$ cat src/rtl/x_window_pkg.sv
// x_window_pkg: shared FSM state, width helpers and default Gaussian taps for the x-window FIR.
package x_window_pkg;
  typedef enum logic [1:0] {IDLE, RUN, FLUSH} state_t;
  localparam logic [23:0] DEF_COEFS = 24'h803A06;
  function automatic int clog2(input int n);
    int r;
    r = 0;
    while ((1 << r) < n) r++;
    return r < 1 ? 1 : r;
  endfunction
  function automatic int sum_w(input int dw, input int cw, input int half);
    return dw + 1 + cw + clog2(half + 1);
  endfunction
endpackage

$ cat src/rtl/xwin_sym_mac.sv
// xwin_sym_mac: three-stage symmetric pre-add, multiply and sum datapath with shared enable.
module xwin_sym_mac
  import x_window_pkg::*;
#(
  parameter int DATA_W = 8,
  parameter int TAPS = 5,
  parameter int COEF_W = 8,
  parameter logic [(TAPS/2+1)*COEF_W-1:0] COEFS = DEF_COEFS,
  parameter int SUM_W = sum_w(DATA_W, COEF_W, TAPS/2)
) (
  input  logic                          clock,
  input  logic                          reset,
  input  logic                          en,
  input  logic [TAPS-1:0][DATA_W-1:0]   win,
  output logic [SUM_W-1:0]              sum
);
  localparam int HALF = TAPS / 2;
  localparam int PW = DATA_W + 1;
  localparam int MW = PW + COEF_W;
  logic [HALF:0][PW-1:0] pre;
  logic [HALF:0][MW-1:0] prod;
  logic [SUM_W-1:0] acc;
  always_comb begin
    acc = '0;
    for (int j = 0; j <= HALF; j++) acc += SUM_W'(prod[j]);
  end
  always_ff @(posedge clock or negedge reset) begin
    if (!reset) begin
      pre <= '0;
      prod <= '0;
      sum <= '0;
    end else if (en) begin
      for (int j = 0; j < HALF; j++) pre[j] <= PW'(win[j]) + PW'(win[TAPS-1-j]);
      pre[HALF] <= PW'(win[HALF]);
      for (int j = 0; j <= HALF; j++) prod[j] <= MW'(pre[j]) * MW'(COEFS[j*COEF_W +: COEF_W]);
      sum <= acc;
    end
  end
endmodule

$ cat src/rtl/x_window_sym_fir.sv
// x_window_sym_fir: horizontal symmetric FIR with border replication on a stallable pixel stream.
// Define XWIN_ROUND_EN to round half up before the normalising shift; otherwise the result truncates.
module x_window_sym_fir
  import x_window_pkg::*;
#(
  parameter int DATA_W = 8,
  parameter int TAPS = 5,
  parameter int COEF_W = 8,
  parameter logic [(TAPS/2+1)*COEF_W-1:0] COEFS = DEF_COEFS,
  parameter int NORM_SHIFT = 8
) (
  input  logic              clock,
  input  logic              reset,
  input  logic [DATA_W-1:0] in_data,
  input  logic              in_valid,
  input  logic              in_sol,
  input  logic              in_eol,
  output logic              in_ready,
  output logic [DATA_W-1:0] out_data,
  output logic              out_valid,
  output logic              out_sol,
  output logic              out_eol,
  input  logic              out_ready,
  output logic              err_sol
);
  localparam int HALF = TAPS / 2;
  localparam int SUM_W = sum_w(DATA_W, COEF_W, HALF);
  localparam int PEND_W = clog2(HALF + 1);
`ifdef XWIN_ROUND_EN
  localparam logic [SUM_W:0] RND = (SUM_W+1)'(1) << (NORM_SHIFT - 1);
`else
  localparam logic [SUM_W:0] RND = '0;
`endif
  state_t state, state_d;
  logic [TAPS-1:0][DATA_W-1:0] win, win_d;
  logic [PEND_W-1:0] pend, pend_d;
  logic first, first_d, err_d;
  logic wv, ws, we, wv_d, ws_d, we_d;
  logic [2:0] v_p, s_p, e_p;
  logic pipe_en, acc, sol_acc;
  logic [SUM_W-1:0] mac_sum;
  logic [SUM_W:0] rs, sh;
  assign pipe_en = !out_valid | out_ready;
  assign in_ready = reset & pipe_en & (state != FLUSH);
  assign acc = in_valid & in_ready;
  assign sol_acc = acc & (in_sol | (state == IDLE));
  assign rs = {1'b0, mac_sum} + RND;
  assign sh = rs >> NORM_SHIFT;
  // pend counts accepted pixels whose column has not yet been emitted
  always_comb begin
    state_d = state;
    win_d = win;
    pend_d = pend;
    first_d = first;
    err_d = err_sol;
    wv_d = 1'b0;
    we_d = 1'b0;
    if (sol_acc) begin
      win_d = {TAPS{in_data}};
      pend_d = PEND_W'(1);
      first_d = 1'b1;
      err_d = err_sol | !in_sol | (state == RUN);
      state_d = in_eol ? FLUSH : RUN;
    end else if (acc) begin
      win_d = {in_data, win[TAPS-1:1]};
      wv_d = pend == PEND_W'(HALF);
      pend_d = wv_d ? pend : pend + 1'b1;
      state_d = in_eol ? FLUSH : RUN;
    end else if (state == FLUSH && pipe_en) begin
      win_d = {win[TAPS-1], win[TAPS-1:1]};
      wv_d = 1'b1;
      we_d = pend == PEND_W'(1);
      pend_d = pend - 1'b1;
      state_d = we_d ? IDLE : FLUSH;
    end
    ws_d = wv_d & first;
    if (wv_d) first_d = 1'b0;
  end
  always_ff @(posedge clock or negedge reset) begin
    if (!reset) begin
      state <= IDLE;
      win <= '0;
      pend <= '0;
      first <= 1'b0;
      err_sol <= 1'b0;
      {wv, ws, we} <= '0;
      {v_p, s_p, e_p} <= '0;
      out_valid <= 1'b0;
      out_sol <= 1'b0;
      out_eol <= 1'b0;
      out_data <= '0;
    end else if (pipe_en) begin
      state <= state_d;
      win <= win_d;
      pend <= pend_d;
      first <= first_d;
      err_sol <= err_d;
      {wv, ws, we} <= {wv_d, ws_d, we_d};
      v_p <= {v_p[1:0], wv};
      s_p <= {s_p[1:0], ws};
      e_p <= {e_p[1:0], we};
      out_valid <= v_p[2];
      out_sol <= s_p[2];
      out_eol <= e_p[2];
      out_data <= |sh[SUM_W:DATA_W] ? '1 : sh[DATA_W-1:0];
    end
  end
  xwin_sym_mac #(
    .DATA_W(DATA_W),
    .TAPS(TAPS),
    .COEF_W(COEF_W),
    .COEFS(COEFS),
    .SUM_W(SUM_W)
  ) u_mac (
    .clock(clock),
    .reset(reset),
    .en(pipe_en),
    .win(win),
    .sum(mac_sum)
  );
endmodule

$ cat config.mk
export PLATFORM = sky130hd
export DESIGN_NAME = x_window_sym_fir
export DESIGN_NICKNAME = d
export VERILOG_FILES = /design/src/rtl/x_window_pkg.sv /design/src/rtl/xwin_sym_mac.sv /design/src/rtl/x_window_sym_fir.sv
export SDC_FILE = /design/constraint.sdc
export NUM_CORES = 1
export LEC_CHECK = 0
export ABC_AREA = 1
export CORE_AREA = 4 4 133 135
export CTS_BUF_LIST = sky130_fd_sc_hd__clkbuf_8
export CTS_CLUSTER_SIZE = 30
export DETAILED_ROUTE_END_ITERATION = 8
export DIE_AREA = 0 0 137 139
export GPL_TIMING_DRIVEN = 0
export PLACE_DENSITY = 0.67
export SYNTH_ARGS = -nofsm -noshare
export SYNTH_HDL_FRONTEND = slang
export SYNTH_SLANG_ARGS = --single-unit
$ cat constraint.sdc
create_clock -name clock -period 3.8 [get_ports clock]
set_input_delay 0.76 -clock clock [delete_from_list [all_inputs] [get_ports clock]]
set_output_delay 0.76 -clock clock [all_outputs]
set_load 0.03 [all_outputs]
* Yosys cells after proc, flatten, opt, wreduce, memory -nomap -nowiden
Index checks and enable logic that the tools add are counted. W data, S select, Z words.
Cells by class: equal/unequal tests 6, bitwise gates (word level) 9, add/sub/neg operators 6, reduce and logical (&&, ||, !) cells 13, multiplexer cells 21, multipliers 2
Operators with widths (count):
- $mux W40 | 2
- $mux W32 | 1
- $add A19 B15 Y19 | 1
- $add A8 B8 Y9 | 2
- $mux W2 | 9
- $add A12 B15 Y16 | 1
- $mul A9 B5 Y14 const B | 1
- $mul A9 B2 Y11 const B | 1
- $mux W1 | 8
- $mux W8 | 1
- $reduce_and A2 Y1 | 4
- $and A1 B1 Y1 | 5
- $eq A2 B1 Y1 const B | 2
- $eq A2 B2 Y1 const B | 2
- $or A1 B1 Y1 | 4
- $reduce_bool A2 Y1 | 2
- $ne A3 B3 Y1 const B | 1
- $reduce_and A3 Y1 | 1
- $reduce_bool A3 Y1 | 1
- $reduce_or A3 Y1 | 1
- $add A2 B1 Y2 const B | 1
- $logic_not A1 Y1 | 2
- $logic_not A2 Y1 | 1
- $ne A2 B2 Y1 const B | 1
- other kinds (2) | 2
Storage, ports and cells: output and inout port bits 13, input port bits 14, word-level logic and storage cells 83, bits in registers 147

* Longest topological paths before layout
Gate-level depths: netlist of run 1.
word-level depth 9, depth in mapped cells 18, gate-level depth less buffers 18

* Modules after synthesis
From an unflattened synthesis of run 1, not the netlist that was laid out.
Second synthesis, totals: cell total of the unflattened synthesis 1178, area total of the unflattened synthesis 9182.6 sq um
By module, submodules not included:
- xwin_sym_mac | area each 5926.9 sq um, seq. area each 1876.8 sq um, cells an instance 784, instances 1
- x_window_sym_fir | area each 3255.6 sq um, seq. area each 1726.7 sq um, cells an instance 394, instances 1

* Worst setup path after synthesis of run 1
OpenSTA, ideal clock, no wires.
path type register to register, start point register u_mac.pre[11] (netlist name), end point register u_mac.prod[29] (netlist name), arrival 2.995 ns, library setup time 0.134 ns, required time 3.666 ns, cell stages (with the launch flop) 16, clock period less this slack 3.128 ns, buffers on the path 0, slack 0.672 ns, path through dfrtp_1 inv_1 fa_1 inv_1 ha_1 inv_1 fa_1 inv_1 ha_1 a21oi_1 o21ai_0 a21oi_1 nor2_1 nor2_1 xor2_1 o21ai_0
Between the ends: word-level cells in the longest chain between the ends 1
Ends and longest elaborated chain:
- from (decl) | line xwin_sym_mac.sv:20 | logic [HALF:0][PW-1:0] pre;
- from (signal, indexed assignment) | line xwin_sym_mac.sv:34 | pre[HALF] <= PW'(win[HALF]);
- $mul A9 B5 Y14 | line xwin_sym_mac.sv:35 | for (int j = 0; j <= HALF; j++) prod[j] <= MW'(pre[j]) * MW'(COEFS[j*COEF_W +: COEF_W]);
- to (signal assigned) | line xwin_sym_mac.sv:30 | prod <= '0;
- to (decl) | line xwin_sym_mac.sv:21 | logic [HALF:0][MW-1:0] prod;
Every way passes these cells. A chain may end at the register's enable or synchronous reset.

* Final worst setup path of run 1
start point register u_mac.pre[10] (netlist name), end point register u_mac.prod[28] (netlist name)
Same word-level chain as after synthesis.

==> results.json, run 1 <==
{
  "ys.flop_type": "dfrtp_1",
  "drive_above_1_share_pct": 7.76,
  "grt_pass1_wl_um": 30700,
  "clockRootBuffer": "clkbuf_8",
  "grt_pass1_vias": 6269,
  "fin_crit_sh_pct": 92.1,
  "ys_types": 48,
  "met2_usage_pct": 33.3,
  "grt_antenna_before_repair": 0,
  "synth-async-reset-ratio_pct": 100,
  "grt_remaining_overflow": 0,
  "synthSimpleGateAreaFrac_pct": 19.9,
  "start_kind": "flop",
  "required_ps": 4100,
  "clock-sinks": 137,
  "synth-seq-area-share_pct": 41.9,
  "synth_area_per_cell_um2": 8.39,
  "cap_violations": 0,
  "ant_nets": 0,
  "yosys.area.top_type": "dfrtp_1",
  "placed_area_um2": 8740,
  "syn_inst": 974,
  "drt_pass1_iterations": 5,
  "syn2layout_area_growth_pct": 11.1,
  "remaining_drc_errors": 0,
  "rr_worst_depth": 13,
  "initial_core_util_pct": 49.6,
  "grt.total_usage_pct": 20.2,
  "use_met3_pct": 3.85,
  "synth_warnings": 0,
  "final-setup-viol-count": 0,
  "gp_congestion": 0.821,
  "synth_top_family_by_area": "simple AND/OR/NAND/NOR gates",
  "worst_r2r_startpoint": "u_mac.pre[10]",
  "cts-resized-gates": 0,
  "fin_area_um2": 9080,
  "synthXorXnorAreaFrac_pct": 2.36,
  "end_kind": "flop",
  "fp-row-count": 47,
  "num_vias": 6291,
  "slew_headroom_pct": 45.5,
  "drt_iter0_drc": 301,
  "synth_compound_area_share_pct": 12.9,
  "use_met1_pct": 27.5,
  "dieArea_um2": 19000,
  "vias_per_cell": 5.03,
  "post-cts-setup-buffer-count": 0,
  "netlist.area_leader.share_pct": 41.9,
  "grt_start_max_net_pins": 101,
  "status": "complete, no violations",
  "postSynthNetCount": 1080,
  "max_freq_mhz": 286,
  "reg2reg_to": "u_mac.prod[28]",
  "diodes": 0,
  "wl_per_cell_um": 14.3,
  "clkTransAtPathRegs_ps": 70,
  "min_period_ps": 3500,
  "rsz0062_at_grt": "no",
  "cts_buffers": 17,
  "cts_tree": "built",
  "busiest_layer": "met2",
  "criticalPathCategory": "flop to flop",
  "synth_area_leaders": "dfrtp_1, nand2_1, ha_1",
  "fp.coreArea_um2": 16500,
  "hpwlAfterDp_um": 13900,
  "holdBufCountCts": 0,
  "port_buffers": 26,
  "finalNetCount": 1126,
  "worst_pin_slew_ps": 818,
  "synth-seq-cells": 137,
  "routed_wl_um": 17900,
  "die_h_um": 139,
  "htree_levels": 4,
  "fin_skew_ps": 15.5,
  "cp_max_fo": 4,
  "ios": 27,
  "cts_buffer_depth": 2,
  "netlist_area_um2": 8170,
  "rrSetupSlack_ps": 300,
  "cp.arrival_ps": 3800,
  "insertion_delay_ps": 440,
  "synth_edf_count": 0,
  "die_w_um": 137,
  "synthAdderAreaFrac_pct": 15.6,
  "muxShareOfSynthArea_pct": 0,
  "hold_viol": 0,
  "final_max_slew_viol_count": 0,
  "hp-class": "input port to async pin"
}
worst max-delay path: stages, from the launching register on:
cell     delay (ps)
dfrtp_1         460
inv_1           140
fa_1            560
inv_1            40
ha_1            310
fa_1            470
ha_1            360
a21oi_1         190
o21ai_0         130
a21oi_1         220
nor2_1           70
nor2_1          120
xor2_1          200
o21ai_0         100
layout by cell type (no fill, tap or decap), types with 2 or more instances in the layout:
master	count
xnor2_1	9
a22oi_1	2
or2_2	2
nand4_1	6
clkinv_2	5
clkdlybuf4s50_1	25
o21ai_1	9
buf_4	2
buf_1	3
fa_1	17
o22ai_1	4
a31oi_1	6
buf_2	9
inv_1	104
a21oi_1	62
nand2_1	275
a211oi_1	3
o21ai_0	67
nor3_1	5
a21o_1	5
o311ai_0	2
a21oi_2	11
clkinvlp_4	2
clkbuf_8	19
xor2_1	13
clkbuf_1	10
buf_6	4
nor2_4	3
nand3_1	28
inv_2	8
nor2_1	76
o21bai_1	3
dfrtp_1	137
ha_1	75
per-layer routing:
metal	wire, um	up-vias
met3	583	18
met4	289	0
met1	8220	2939
met2	8800	85
met5	0	-
li1	-	3249
per-stage QoR:
step / setup slack, ps / TNS [ps] / cells / util (%) / hold WS (ps)
2_1_floorplan: 672 / 0 / 974 / - / 420
3_3_place_gp: -4020 / -670800 / 1220 / 52.9 / 437
3_5_place_dp: 294 / 0 / 1221 / 53.1 / 448
4_1_cts: 270 / 0 / 1251 / 55.2 / 220
5_1_grt: 27.6 / 0 / 1251 / 55.2 / 224
6_report: 302 / 0 / 1251 / 55.2 / 218
how the worst max path moves through the flow:
stage,cells after the start,from,to
floorplan,15,u_mac.pre[11],u_mac.prod[29]
global placement,4,reset,in_ready
detailed placement,15,u_mac.pre[15],u_mac.prod[29]
CTS,15,u_mac.pre[15],u_mac.prod[29]
global route,13,u_mac.pre[10],u_mac.prod[28]
finish,13,u_mac.pre[10],u_mac.prod[28]
synthesized netlist by cell type, types with 2 or more instances:
master and count:
nor2_1 76, o21bai_1 3, dfrtp_1 137, a211oi_1 3, buf_1 3, inv_1 101, a31oi_1 6, nor3_1 5
xor2_1 13, a22oi_1 2, buf_2 9, o21ai_0 67, nand2_1 275, nand3_1 28, o21ai_1 9, a21oi_2 11
buf_6 3, clkbuf_1 10, nand4_1 6, inv_2 8, o311ai_0 2, buf_4 2, o22ai_1 4, nor2_4 3
fa_1 17, or2_2 2, a21oi_1 62, a21o_1 5, ha_1 75, xnor2_1 9
sequential cells by signal, indices dropped and copies added, names as in the netlist, 2 cells and up:
signal	flops
e_p	3
out_data	8
pend	2
s_p	3
state	2
u_mac.pre	26
u_mac.prod	33
u_mac.sum	9
v_p	3
win	40
area by class of cell:
| type | instances | area [um2] |
|---|---|---|
| Tap cell | 220 | 275 |
| Multi-Input combinational cell | 697 | 4160 |
| Sequential cell | 137 | 3430 |
| Fill cell | 1553 | 7380 |
| Inverter | 112 | 429 |
| Buffer | 28 | 158 |
| Clock buffer | 19 | 262 |
| Timing Repair Buffer | 27 | 289 |
| Clock inverter | 11 | 85.1 |
cell families after synthesis:
family                   Yosys count
AND/OR/NAND/NOR                  400
AO/OA/AOI/OAI                    183
buffers and inverters            140
flip-flops                       137
adder cells (fa/ha/maj)           92
XOR/XNOR                          22
Power of run 1 is not shown: default switching activity piles up to over one toggle a cycle in this logic, so the estimate is an artifact.
==> run 2: changes to the inputs <==
- CTS_CLUSTER_DIAMETER: unset -> 100
==> results of run 2 <==
The final DEF is identical to that of run 1; final timing and power are the same.
Power of run 2 is left out for the same reason.
==> patch, RTL diff (settings of run 1) <==
`DATA_W` is set to 8 in 2 places; all go to 6.
--- a/src/rtl/xwin_sym_mac.sv
+++ b/src/rtl/xwin_sym_mac.sv
@@ -2,7 +2,7 @@
 module xwin_sym_mac
   import x_window_pkg::*;
 #(
-  parameter int DATA_W = 8,
+  parameter int DATA_W = 6,
   parameter int TAPS = 5,
   parameter int COEF_W = 8,
   parameter logic [(TAPS/2+1)*COEF_W-1:0] COEFS = DEF_COEFS,
--- a/src/rtl/x_window_sym_fir.sv
+++ b/src/rtl/x_window_sym_fir.sv
@@ -3,7 +3,7 @@
 module x_window_sym_fir
   import x_window_pkg::*;
 #(
-  parameter int DATA_W = 8,
+  parameter int DATA_W = 6,
   parameter int TAPS = 5,
   parameter int COEF_W = 8,
   parameter logic [(TAPS/2+1)*COEF_W-1:0] COEFS = DEF_COEFS,
Ports: changed (resized in_data and out_data); port bits go from 27 to 23. The function was not compared with the original's and may differ.
==> patch against run 1 <==
  * Final cell count down 19%
  * Routed wire length shrank 25%
  * Final area down 23%
  * Non-clock buffer count fell by 13
  * Sequential cell count is 26 lower
  * Die area unchanged
  * Sequential share of layout area grew 1.8 points
  * First-iteration DRC count is 17% lower
  * Setup slack better by 0.25 ns
  * Synthesized area shrank 23%
  * Critical endpoint is now u_mac.prod[25]
  * Largest cell class unchanged
Power is not shown: default switching activity piles up to over one toggle a cycle in this logic, so the estimate is an artifact.
==> patch: results (changes against run 1) <==
| Metric | Value |
|---|---|
| Status | `complete, no violations` |
| Via count | `4775 (-24%)` |
| Layout net count | `872 (-23%)` |
| CTS Buf Count | `9 (-8)` |
| Met2 wire len | `6540 µm (-26%)` |
| Synth unique cells | `36 (-25%)` |
| Synth cell count leaders | `216 x nand2_1, 111 x dfrtp_1, 85 x inv_1, 62 x a21oi_1, 60 x o21ai_0` |
| Placer Congestion | `0.864 (+5.2%)` |
| R2r worst-path depth | `15 (+2)` |
| CTS clk-pin slew, worst paths | `0.10 ns (+0.03 ns)` |
| Port Buffers | `22 (-15%)` |
| Wire length on met1 | `6370 µm (-23%)` |
| Largest net degree at the start of global routing | `97 (-4.0%)` |
| Seq/Total Area, Yosys | `0.439 (+0.0195)` |
| Metal3 WL | `412 µm (-29%)` |
| Synthesized instance count | `754 (-23%)` |
| H-tree levels | `3 (-1)` |
| Worst-skew pair later-pin latency | `0.37 ns (-0.07 ns)` |
| Total track usage | `0.150 (-0.0527)` |
| R2r setup slk | `0.55 ns (+0.25 ns)` |
| Worst r2r dst | `u_mac.prod[25]` |
| Fillcell total | `1674 (+7.8%)` |
| Final clock skew | `0.0137 ns (-0.00181 ns)` |
| Worst Path Arrival | `3.49 ns (-0.31 ns)` |
| Vias in the first global route | `4625 (-26%)` |
| Fin Hold WS | `0.202 ns (-0.0152 ns)` |
| Non-Filler Instances | `1012 (-19%)` |
| Wire per inst | `13.3 µm (-7.2%)` |
| Hpwl dp | `10300 µm (-26%)` |
| Synth area leaders | `dfrtp_1 44%, nand2_1 13%, ha_1 12%` |
| Mapped Nets | `838 (-22%)` |
| Start of the worst register-to-register path | `u_mac.pre[11]` |
| Biggest regs | `win x30, u_mac.prod x27, u_mac.pre x20` |
| Share of cells above drive strength 1 | `0.0442 (-0.0334)` |
patch: cell types whose count changed after synthesis, moves of 5 or more:
cell,change
inv_2,-5
buf_2,-8
nand2_1,-59
dfrtp_1,-26
inv_1,-16
ha_1,-16
nor3_1,-5
a21oi_2,-10
o21ai_0,-7
o21ai_1,-8
nor2_1,-24
patch: worst max path at each step:
| stage | cells past startpoint | end | from | slack, ns |
|---|---|---|---|---|
| finish | 15 | u_mac.prod[25] | u_mac.pre[11] | 0.55 |
| global route | 15 | u_mac.prod[25] | u_mac.pre[11] | 0.29 |
| CTS | 15 | u_mac.prod[25] | u_mac.pre[11] | 0.54 |
| detailed placement | 15 | u_mac.prod[25] | u_mac.pre[11] | 0.54 |
| global placement | 4 | in_ready | reset | -3.22 |
| floorplan | 15 | u_mac.prod[25] | u_mac.pre[11] | 0.78 |
patch: cell families after synthesis:
group	Yosys count	synth area share
xor+xnor	14	0.0194
compound gates	138	0.114
simple gates	311	0.203
flops	111	0.439
fa+ha+maj	72	0.158
buf+inv	108	0.0670
patch: area by class of cell:
| class | instances | area, µm² | area share |
|---|---|---|---|
| multi-input combinational | 535 | 3130 | 0.445 |
| sequential | 111 | 2780 | 0.395 |
| inverter | 89 | 337 | 0.0479 |
| tap | 220 | 275 | 0.0392 |
| timing repair buffer | 23 | 249 | 0.0354 |
| clock buffer | 10 | 138 | 0.0196 |
| buffer | 19 | 87.6 | 0.0125 |
| clock inverter | 5 | 40.0 | 0.00570 |
patch: metal layers:
metal,up-vias,GRT usage
li1,2490,-
met1,2232,0.206
met2,44,0.249
met3,9,0.0250
met4,0,0.0294
met5,-,0
patch: metrics by stage:
stage               worst slack (ns)  setup TNS, ns  area, µm²
detailed placement             0.537              0       6850
floorplan                      0.781              0       6330
finish                         0.547              0       7030
CTS                            0.535              0       7030
global placement               -3.22        -372.18       6820
global route                   0.288              0       7030
